--- config.mk ---
export PLATFORM = sky130hd
export DESIGN_NAME = mole_scheduler_flat
export DESIGN_NICKNAME = d
export VERILOG_FILES = /design/src/rtl/mole_scheduler_if.sv /design/src/rtl/mole_scheduler.sv /design/src/flat_wrapper.sv
export SDC_FILE = /design/constraint.sdc
export NUM_CORES = 1
export LEC_CHECK = 0
export ABC_AREA = 1
export CAP_MARGIN = 5
export CORE_AREA = 3 3 91 93
export DETAILED_ROUTE_END_ITERATION = 16
export DIE_AREA = 0 0 94 96
export PLACE_DENSITY = 0.57
export SLEW_MARGIN = 20
export SYNTH_ARGS = -nofsm -noshare
export SYNTH_HDL_FRONTEND = slang
export SYNTH_SLANG_ARGS = --single-unit
--- constraint.sdc ---
create_clock -name clk -period 1.7 [get_ports clk]
set_clock_uncertainty 0.05 [all_clocks]
set_input_delay 0.51 -clock clk [delete_from_list [all_inputs] [get_ports clk]]
set_output_delay 0.51 -clock clk [all_outputs]
set_load 0.05 [all_outputs]
--- src/rtl/mole_scheduler_if.sv ---
// Player/game-side signal bundle for the whack-a-mole sequencer.
// master drives game controls and buttons; slave is the scheduler.
interface mole_scheduler_if;
  logic       start;
  logic       tick;
  logic [2:0] hit_btn;
  logic [1:0] col_sel;
  logic       mole_up;
  logic       hit_flash;
  logic [7:0] score;
  logic [3:0] misses;
  logic       game_over;

  modport master (
    output start, tick, hit_btn,
    input  col_sel, mole_up, hit_flash, score, misses, game_over
  );

  modport slave (
    input  start, tick, hit_btn,
    output col_sel, mole_up, hit_flash, score, misses, game_over
  );
endinterface

--- src/rtl/mole_scheduler.sv ---
// Whack-a-mole sequencer: LFSR column pick, timed mole, press judging,
// score/miss bookkeeping. All outputs registered alongside the state.
module mole_scheduler #(
  parameter int unsigned UP_TICKS   = 8,
  parameter int unsigned GAP_TICKS  = 4,
  parameter int unsigned MAX_MISSES = 5,
  parameter logic [7:0]  LFSR_SEED  = 8'hA5
) (
  input  logic clk,
  input  logic resetn,
  mole_scheduler_if.slave io
);

  typedef enum logic [2:0] {S_IDLE, S_GAP, S_UP, S_HIT, S_OVER} state_t;

  localparam logic [7:0] UP_L  = 8'(UP_TICKS);
  localparam logic [7:0] GAP_L = 8'(GAP_TICKS);
  localparam logic [3:0] MAX_L = 4'(MAX_MISSES);

  state_t     r_state;
  logic [7:0] r_tick_cnt;
  logic [1:0] r_col;
  logic [7:0] r_score;
  logic [3:0] r_misses;
  logic [7:0] r_lfsr;
  logic [2:0] r_btn_prev;
  logic [1:0] r_col_sel;
  logic       r_mole_up;
  logic       r_hit_flash;
  logic       r_game_over;

  state_t     w_state_nxt;
  logic [7:0] w_cnt_nxt;
  logic [1:0] w_col_nxt;
  logic [7:0] w_score_nxt;
  logic [3:0] w_misses_nxt;
  logic [3:0] w_misses_inc;
  logic [2:0] w_press;
  logic [2:0] w_target;
  logic [1:0] w_pick;
  logic       w_fb;

  assign w_fb         = r_lfsr[7] ^ r_lfsr[5] ^ r_lfsr[4] ^ r_lfsr[3];
  assign w_pick       = (r_lfsr[1:0] == 2'd3) ? 2'd1 : r_lfsr[1:0];
  assign w_press      = io.hit_btn & ~r_btn_prev;
  assign w_target     = {r_col == 2'd0, r_col == 2'd1, r_col == 2'd2};
  assign w_misses_inc = r_misses + 4'd1;

  always_comb begin
    w_state_nxt  = r_state;
    w_cnt_nxt    = r_tick_cnt;
    w_col_nxt    = r_col;
    w_score_nxt  = r_score;
    w_misses_nxt = r_misses;
    unique case (r_state)
      S_IDLE, S_OVER: begin
        if (io.start) begin
          w_score_nxt  = '0;
          w_misses_nxt = '0;
          w_cnt_nxt    = GAP_L;
          w_state_nxt  = S_GAP;
        end
      end
      S_GAP: begin
        if (io.tick) begin
          if (r_tick_cnt == 8'd1) begin
            w_col_nxt   = w_pick;
            w_cnt_nxt   = UP_L;
            w_state_nxt = S_UP;
          end else begin
            w_cnt_nxt = r_tick_cnt - 8'd1;
          end
        end
      end
      S_UP: begin
        // A correct press outranks the expiring tick in the same clock.
        if ((w_press & w_target) != '0) begin
          w_score_nxt = (r_score == '1) ? r_score : r_score + 8'd1;
          w_cnt_nxt   = 8'd1;
          w_state_nxt = S_HIT;
        end else if (io.tick) begin
          if (r_tick_cnt == 8'd1) begin
            w_misses_nxt = w_misses_inc;
            if (w_misses_inc == MAX_L) begin
              w_state_nxt = S_OVER;
            end else begin
              w_cnt_nxt   = GAP_L;
              w_state_nxt = S_GAP;
            end
          end else begin
            w_cnt_nxt = r_tick_cnt - 8'd1;
          end
        end
      end
      S_HIT: begin
        if (io.tick) begin
          w_cnt_nxt   = GAP_L;
          w_state_nxt = S_GAP;
        end
      end
      default: w_state_nxt = S_IDLE;
    endcase
  end

  always_ff @(posedge clk) begin
    if (!resetn) begin
      r_state     <= S_IDLE;
      r_tick_cnt  <= '0;
      r_col       <= '0;
      r_score     <= '0;
      r_misses    <= '0;
      r_lfsr      <= LFSR_SEED;
      r_btn_prev  <= '0;
      r_col_sel   <= 2'd3;
      r_mole_up   <= 1'b0;
      r_hit_flash <= 1'b0;
      r_game_over <= 1'b0;
    end else begin
      r_state     <= w_state_nxt;
      r_tick_cnt  <= w_cnt_nxt;
      r_col       <= w_col_nxt;
      r_score     <= w_score_nxt;
      r_misses    <= w_misses_nxt;
      r_lfsr      <= {r_lfsr[6:0], w_fb};
      r_btn_prev  <= io.hit_btn;
      r_col_sel   <= (w_state_nxt == S_UP || w_state_nxt == S_HIT) ? w_col_nxt : 2'd3;
      r_mole_up   <= (w_state_nxt == S_UP);
      r_hit_flash <= (w_state_nxt == S_HIT);
      r_game_over <= (w_state_nxt == S_OVER);
    end
  end

  assign io.col_sel   = r_col_sel;
  assign io.mole_up   = r_mole_up;
  assign io.hit_flash = r_hit_flash;
  assign io.score     = r_score;
  assign io.misses    = r_misses;
  assign io.game_over = r_game_over;

endmodule

--- src/flat_wrapper.sv ---
// flat-port wrapper written by rule: the top's interface ports become plain ports
module mole_scheduler_flat 
#(
  parameter int unsigned UP_TICKS   = 8,
  parameter int unsigned GAP_TICKS  = 4,
  parameter int unsigned MAX_MISSES = 5,
  parameter logic [7:0]  LFSR_SEED  = 8'hA5
)
  (clk, resetn, io_start, io_tick, io_hit_btn, io_col_sel, io_mole_up, io_hit_flash, io_score, io_misses, io_game_over);
  mole_scheduler_if io_i ();
  input  logic clk;
  input  logic resetn;
  input wire logic [$bits(io_i.start)-1:0] io_start;
  input wire logic [$bits(io_i.tick)-1:0] io_tick;
  input wire logic [$bits(io_i.hit_btn)-1:0] io_hit_btn;
  output wire logic [$bits(io_i.col_sel)-1:0] io_col_sel;
  output wire logic [$bits(io_i.mole_up)-1:0] io_mole_up;
  output wire logic [$bits(io_i.hit_flash)-1:0] io_hit_flash;
  output wire logic [$bits(io_i.score)-1:0] io_score;
  output wire logic [$bits(io_i.misses)-1:0] io_misses;
  output wire logic [$bits(io_i.game_over)-1:0] io_game_over;
  assign io_i.start = io_start;
  assign io_i.tick = io_tick;
  assign io_i.hit_btn = io_hit_btn;
  assign io_col_sel = io_i.col_sel;
  assign io_mole_up = io_i.mole_up;
  assign io_hit_flash = io_i.hit_flash;
  assign io_score = io_i.score;
  assign io_misses = io_i.misses;
  assign io_game_over = io_i.game_over;
  mole_scheduler #(.UP_TICKS(UP_TICKS), .GAP_TICKS(GAP_TICKS), .MAX_MISSES(MAX_MISSES), .LFSR_SEED(LFSR_SEED)) u_core (.clk(clk), .resetn(resetn), .io(io_i));
endmodule
# Word-level counts from Yosys, hierarchy flattened
# Cells that the tools add are included.
# word_totals
register_bits	41
latch_bits	0
mem_bits_rw	0
rom_bits	0
inputBits	7
out_inout_bits	17
wordCells	85
n_memories	0
# op_classes
add_sub_neg	3
mul	0
div	0
magnitude_cmp	0
n_eq_ne	23
shifts	0
mux	31
n_bitwise	6
reduce_logical	11
# op_table
operator	n
$mux W8	11
$pmux W8 S4	1
$mux W3	8
$mux W4	4
$pmux W8 S2	1
$eq A3 B2 Y1 const B	4
$ne A2 B2 Y1 const B	6
$pmux W3 S4	1
$add A8 B1 Y8 const B	1
$eq A8 B1 Y1 const B	1
$eq A8 B8 Y1 const B	1
$mux W2	4
$pmux W4 S2	1
$sub A8 B1 Y8 const B	1
$and A3 B3 Y3	2
$eq A3 B3 Y1 const B	2
$reduce_and A6 Y1	1
$reduce_and A5 Y1	1
$add A4 B1 Y4 const B	1
$eq A2 B2 Y1 const B	2
$eq A4 B3 Y1 const B	1
$ne A2 B1 Y1 const B	2
$ne A4 B4 Y1 const B	1
$reduce_and A4 Y1	1
13 further kinds	15

# Depth between registers and ports, before layout
# logic_depth
word_depth	10
mapped_depth	12
mapped_depth_nobuf	12

# Worst setup path after synthesis
# OpenSTA, ideal clock, no wires.
# synth_path
kind	reg2reg
start	reg u_core.r_score[0], in the netlist u_core.io.score[0]
end	reg u_core.r_score[3], in the netlist u_core.io.score[3]
setup_ns	0.070
t_arrival_ns	1.785
required_time_ns	1.580
path_slack_ns	-0.205
path_stages_with_launch	10
path_buffers	0
period_less_slack_ns	1.905
path_cell_list	dfxtp_1 -> ha_1 -> nand2_1 -> inv_1 -> nand2_1 -> nor3_4 -> nor2_1 -> nor2_2 -> nand2_1 -> a21oi_1
# synth_via
elab_chain_len	4
word_cells_on_any_way	7
classes_between	add/sub: 1; eq/ne: 2; mux: 3; reduce/logical: 1
# synth_lines
element	line_no	rtl
from (decl)	mole_scheduler.sv:23	logic [7:0] r_score;
from (signal assigned)	mole_scheduler.sv:122	r_score <= w_score_nxt;
$add A8 B1 Y8	mole_scheduler.sv:78	w_score_nxt = (r_score == '1) ? r_score : r_score + 8'd1;
$mux W8	mole_scheduler.sv:78	
$mux W8	mole_scheduler.sv:77	if ((w_press & w_target) != '0) begin
$pmux W8 S2	mole_scheduler.sv:55	unique case (r_state)
# Parallel ways exist; a longest one is shown, timed or not. The select of a mux whose other input is x is not followed.
# A chain may end at the register's enable or synchronous reset.

# Worst setup path in the final report
# layout_path
start	in io_hit_btn[1]
end	reg u_core.r_tick_cnt[1]
# layout_via
elab_chain_len	5
word_cells_on_any_way	8
classes_between	eq/ne: 2; mux: 2; bitwise: 2; reduce/logical: 2
# layout_lines
element	line_no	rtl
from (decl)	flat_wrapper.sv:15	input wire logic [$bits(io_i.hit_btn)-1:0] io_hit_btn;
$and A3 B3 Y3 (*)	mole_scheduler.sv:45	assign w_press = io.hit_btn & ~r_btn_prev;
$and A3 B3 Y3 (*)	mole_scheduler.sv:77	
$reduce_bool A3 Y1 (*)	mole_scheduler.sv:77	
$ne A4 B4 Y1 (no line), or another cell as far along	n/a	
$reduce_and A6 Y1 (no line) / $pmux W8 S4 (equally long branches)	n/a	
to (signal assigned)	mole_scheduler.sv:120	r_tick_cnt <= w_cnt_nxt;
to (decl)	mole_scheduler.sv:21	logic [7:0] r_tick_cnt;
# Every way passes the cells marked *; elsewhere a longest branch is shown, timed or not.

==> results.toml <==
[setup_path]
endpoint_kind = "flop"
worstPathRequired_ns = 1.84
rr_startpoint = "u_core.r_state[2]"
worstSetupPathType = "in -> reg"
crit_fanout = 8
path_buf_inv = 3
r2r_cells = 8
crit_arrival_ns = 1.70
reg2reg_slack_ns = 0.14
slowest_delay_ns = 0.25
worstPathCellList = "dlygate4sd2_1 > inv_1 > nor2_1 > nand2_1 > nand3_2 > buf_4 > nor2_1 > nand2_2 > nand2_4 > nand2_1 > nand2_1 > nor2_1"
path_delay_family = "simple AND/OR/NAND/NOR gates"
rr_endpoint = "u_core.io.misses[0]"
slowest_stage = "dlygate4sd2_1"
startpoint_type = "input pin"

[logic_synthesis]
synth_seq_area_share_pct = 36.7
synthDistinctLibCells = 25
avgSynthCellArea_sq_um = 6.65
ys_ff_latch = 41
netlist_area_sq_mm = 0.00223
yosysWarnings = 0
synth_fp_nets = 348
netlist_instances = 336

[clock_tree]
clk_latency_ns = 0.29
cts_made_buffers = 5
clkSinkCount = 41
postCtsHoldBufs = 0
cts_tree = "built"
root_buffer = "clkbuf_8"
cts_buffer_depth = 2
path_clk_slew_ns = 0.08
ctsHtreeMaxLevel = 2

[min_path]
hold_path.startpoint = "u_core.r_lfsr[6]"
holdPathEnd = "u_core.r_lfsr[7]"
hold_path_class = "reg -> reg"
hold_depth = 1

[sta]
min_period_ns = 1.57
rsz0062_at_grt = "yes"
period_share_pct = 92.2
max_slew_margin_pct = 77.4
tightest_slew_ns = 0.339
final-hold-violation-count = 0
hold_ws_ns = 0.373
finalSetupViolations = 0
fmax_mhz = 638
drv_slew = 0

[place]
hpwlAfterDp_um = 3860
gp_congestion = 0.806
port_buffers = 23

[route]
post_drt_wl_per_cell_um = 10.1
totalWireLength_um = 4980
dr_total_vias = 2124
first_pass_iters = 4
via_per_inst = 4.30
drc = 0
initialDrtViolationCount = 110
ant_nets = 0

[global_route]
grt_max_degree = 16
gr-total-overflow = 0
grt_usage_pct = 12.0
antenna_found_initial = 0
first_global_vias = 2022
grt_pass1_wl_um = 8740

[die]
rows = 32
coreArea_sq_mm = 0.00761
ios = 24
chipHeight_um = 96
die-area_sq_mm = 0.00902
die_width_um = 94
start_util_pct = 29.4

[layout]
drive_above_1_share_pct = 26.5
final_util_pct = 40.9
fin_nets = 403
area_growth_pct = 39.2
n_antenna_cell = 0

[power_and_ir_drop]
power_leakage_nw = 1.43
p_per_area_mw_per_mm2 = 674
peakVddDrop_v = 0.000416

[run]
max_cap_violations = 0

[run_status]
status = "finished, final reports clean"
[layer usage]
metal	track usage [%]	vias up	part of all wire (%)
li1	-	1140	-
met3	2.81	7	4.4
met2	19.3	31	46
met5	0	-	0
met1	15.8	946	48
met4	4.09	0	1.8
[cell usage in the layout (no fill, tap or decap), types with 2 or more instances in the layout]
cell and n:
a21oi_1 16, nor3_1 4, xnor2_1 3, dfxtp_2 6, nor2_2 10, buf_4 28
nor2_4 6, nand2_2 12, nor3_4 2, buf_12 17, dlygate4sd2_1 3, clkinvlp_4 2
ha_1 4, inv_1 51, clkbuf_8 5, nand3_1 25, or2_2 3, dfxtp_1 33
nor2_1 42, o21ai_0 13, inv_2 4, xor2_1 5, dfxtp_4 2, clkdlybuf4s50_1 2
nand2_1 84
[worst max path at each step]
stage,from,to,depth (start not counted)
2_1_floorplan,u_core.io.score[0],u_core.io.score[7],9
3_3_place_gp,io_hit_btn[2],u_core.r_tick_cnt[4],10
3_5_place_dp,io_hit_btn[0],u_core.r_tick_cnt[1],10
4_1_cts,u_core.io.misses[1],u_core.r_tick_cnt[1],12
5_1_grt,u_core.io.misses[1],u_core.r_tick_cnt[1],12
6_report,io_hit_btn[1],u_core.r_tick_cnt[1],12
[registers in the layout, summed over array words and instances (netlist names)]
| name | flops |
|---|---|
| u_core.r_lfsr | 8 |
| u_core.io.misses | 4 |
| u_core.io.score | 8 |
| u_core.io.mole_up | 1 |
| u_core.r_col | 2 |
| u_core.r_btn_prev | 3 |
| u_core.r_tick_cnt | 8 |
| u_core.io.game_over | 1 |
| u_core.io.col_sel | 2 |
| u_core.r_state | 3 |
| u_core.io.hit_flash | 1 |
[cells in the mapped netlist]
cell type | n | area, sq um
nor2_2 | 7 | 43.8
inv_2 | 2 | 7.51
nand2_4 | 1 | 11.3
nor3_2 | 1 | 10.0
nand2_2 | 4 | 25.0
nor3_4 | 2 | 32.5
nand3_1 | 25 | 125
nand3_4 | 1 | 17.5
clkbuf_1 | 3 | 11.3
nand3_2 | 1 | 10.0
a21oi_1 | 16 | 80.1
o21ai_0 | 13 | 65.1
xnor2_1 | 3 | 26.3
dfxtp_1 | 41 | 821
nand4_1 | 1 | 6.26
or2_2 | 3 | 18.8
nand4_2 | 1 | 12.5
nor2_4 | 5 | 56.3
nor2_1 | 46 | 173
xor2_1 | 5 | 43.8
inv_1 | 53 | 199
nand2_1 | 92 | 345
ha_1 | 5 | 62.6
nor3_1 | 4 | 20.0
o21bai_2 | 1 | 11.3
[worst register-to-register path, stage by stage, from the launching register on]
cell and delay (ns):
dfxtp_1 0.32, inv_1 0.08, nand2_1 0.10, nor2_4 0.21, nand4_2 0.21, nor2_4 0.22
buf_4 0.14, o21ai_0 0.07, nor2_1 0.10
[where the power goes]
group / leakage (nW) / total (W) / internal, W / switching, W
logic: 1.05 / 0.000425 / 0.000178 / 0.000247
registers: 0.340 / 0.00104 / 0.00100 / 0.0000353
clock network: 0.0374 / 0.000637 / 0.000289 / 0.000348
[area by class of cell]
| type | instances | area [sq um] |
|---|---|---|
| clock buffers | 6 | 72.6 |
| clock inverters | 2 | 15.0 |
| fillers | 785 | 4500 |
| inverters | 55 | 206 |
| multi-input cells | 237 | 1240 |
| flip-flops and latches | 41 | 836 |
| well taps | 102 | 128 |
| repair buffers | 51 | 609 |
[timing repair]
| action | in CTS | in global routing |
|---|---|---|
| pin swaps | 5 | 11 |
| setup buffers | 0 | 2 |
| endpoints found under the setup margin | 22 | 19 |
| resized for setup | 5 | 19 |
[cell families (layout without fill, tap and decap cells)]
group | after synthesis | in the layout | synth area share [%]
AND/OR/NAND/NOR | 194 | 194 | 40.6
AO/OA/AOI/OAI | 30 | 30 | 7.00
flip-flops | 41 | 41 | 36.7
buffers and inverters | 58 | 114 | 9.74
XOR/XNOR | 8 | 8 | 3.14
adder cells (fa/ha/maj) | 5 | 5 | 2.80
[metrics by stage]
| step | std cells | area [sq um] | TNS, ns | power (W) | worst slack [ns] |
|---|---|---|---|---|---|
| after floorplan | 336 | 2240 | 0 | 0.00135 | 0.0143 |
| after global placement | 484 | 2960 | -9.57 | 0.00148 | -0.434 |
| after detailed placement | 484 | 2960 | -10.21 | 0.00148 | -0.453 |
| after CTS | 492 | 3050 | 0 | 0.00213 | 0.0117 |
| after global routing | 494 | 3110 | -0.0830 | 0.00224 | -0.0259 |
| final | 494 | 3110 | 0 | 0.00210 | 0.132 |
Power figures use the tool's default switching activity.
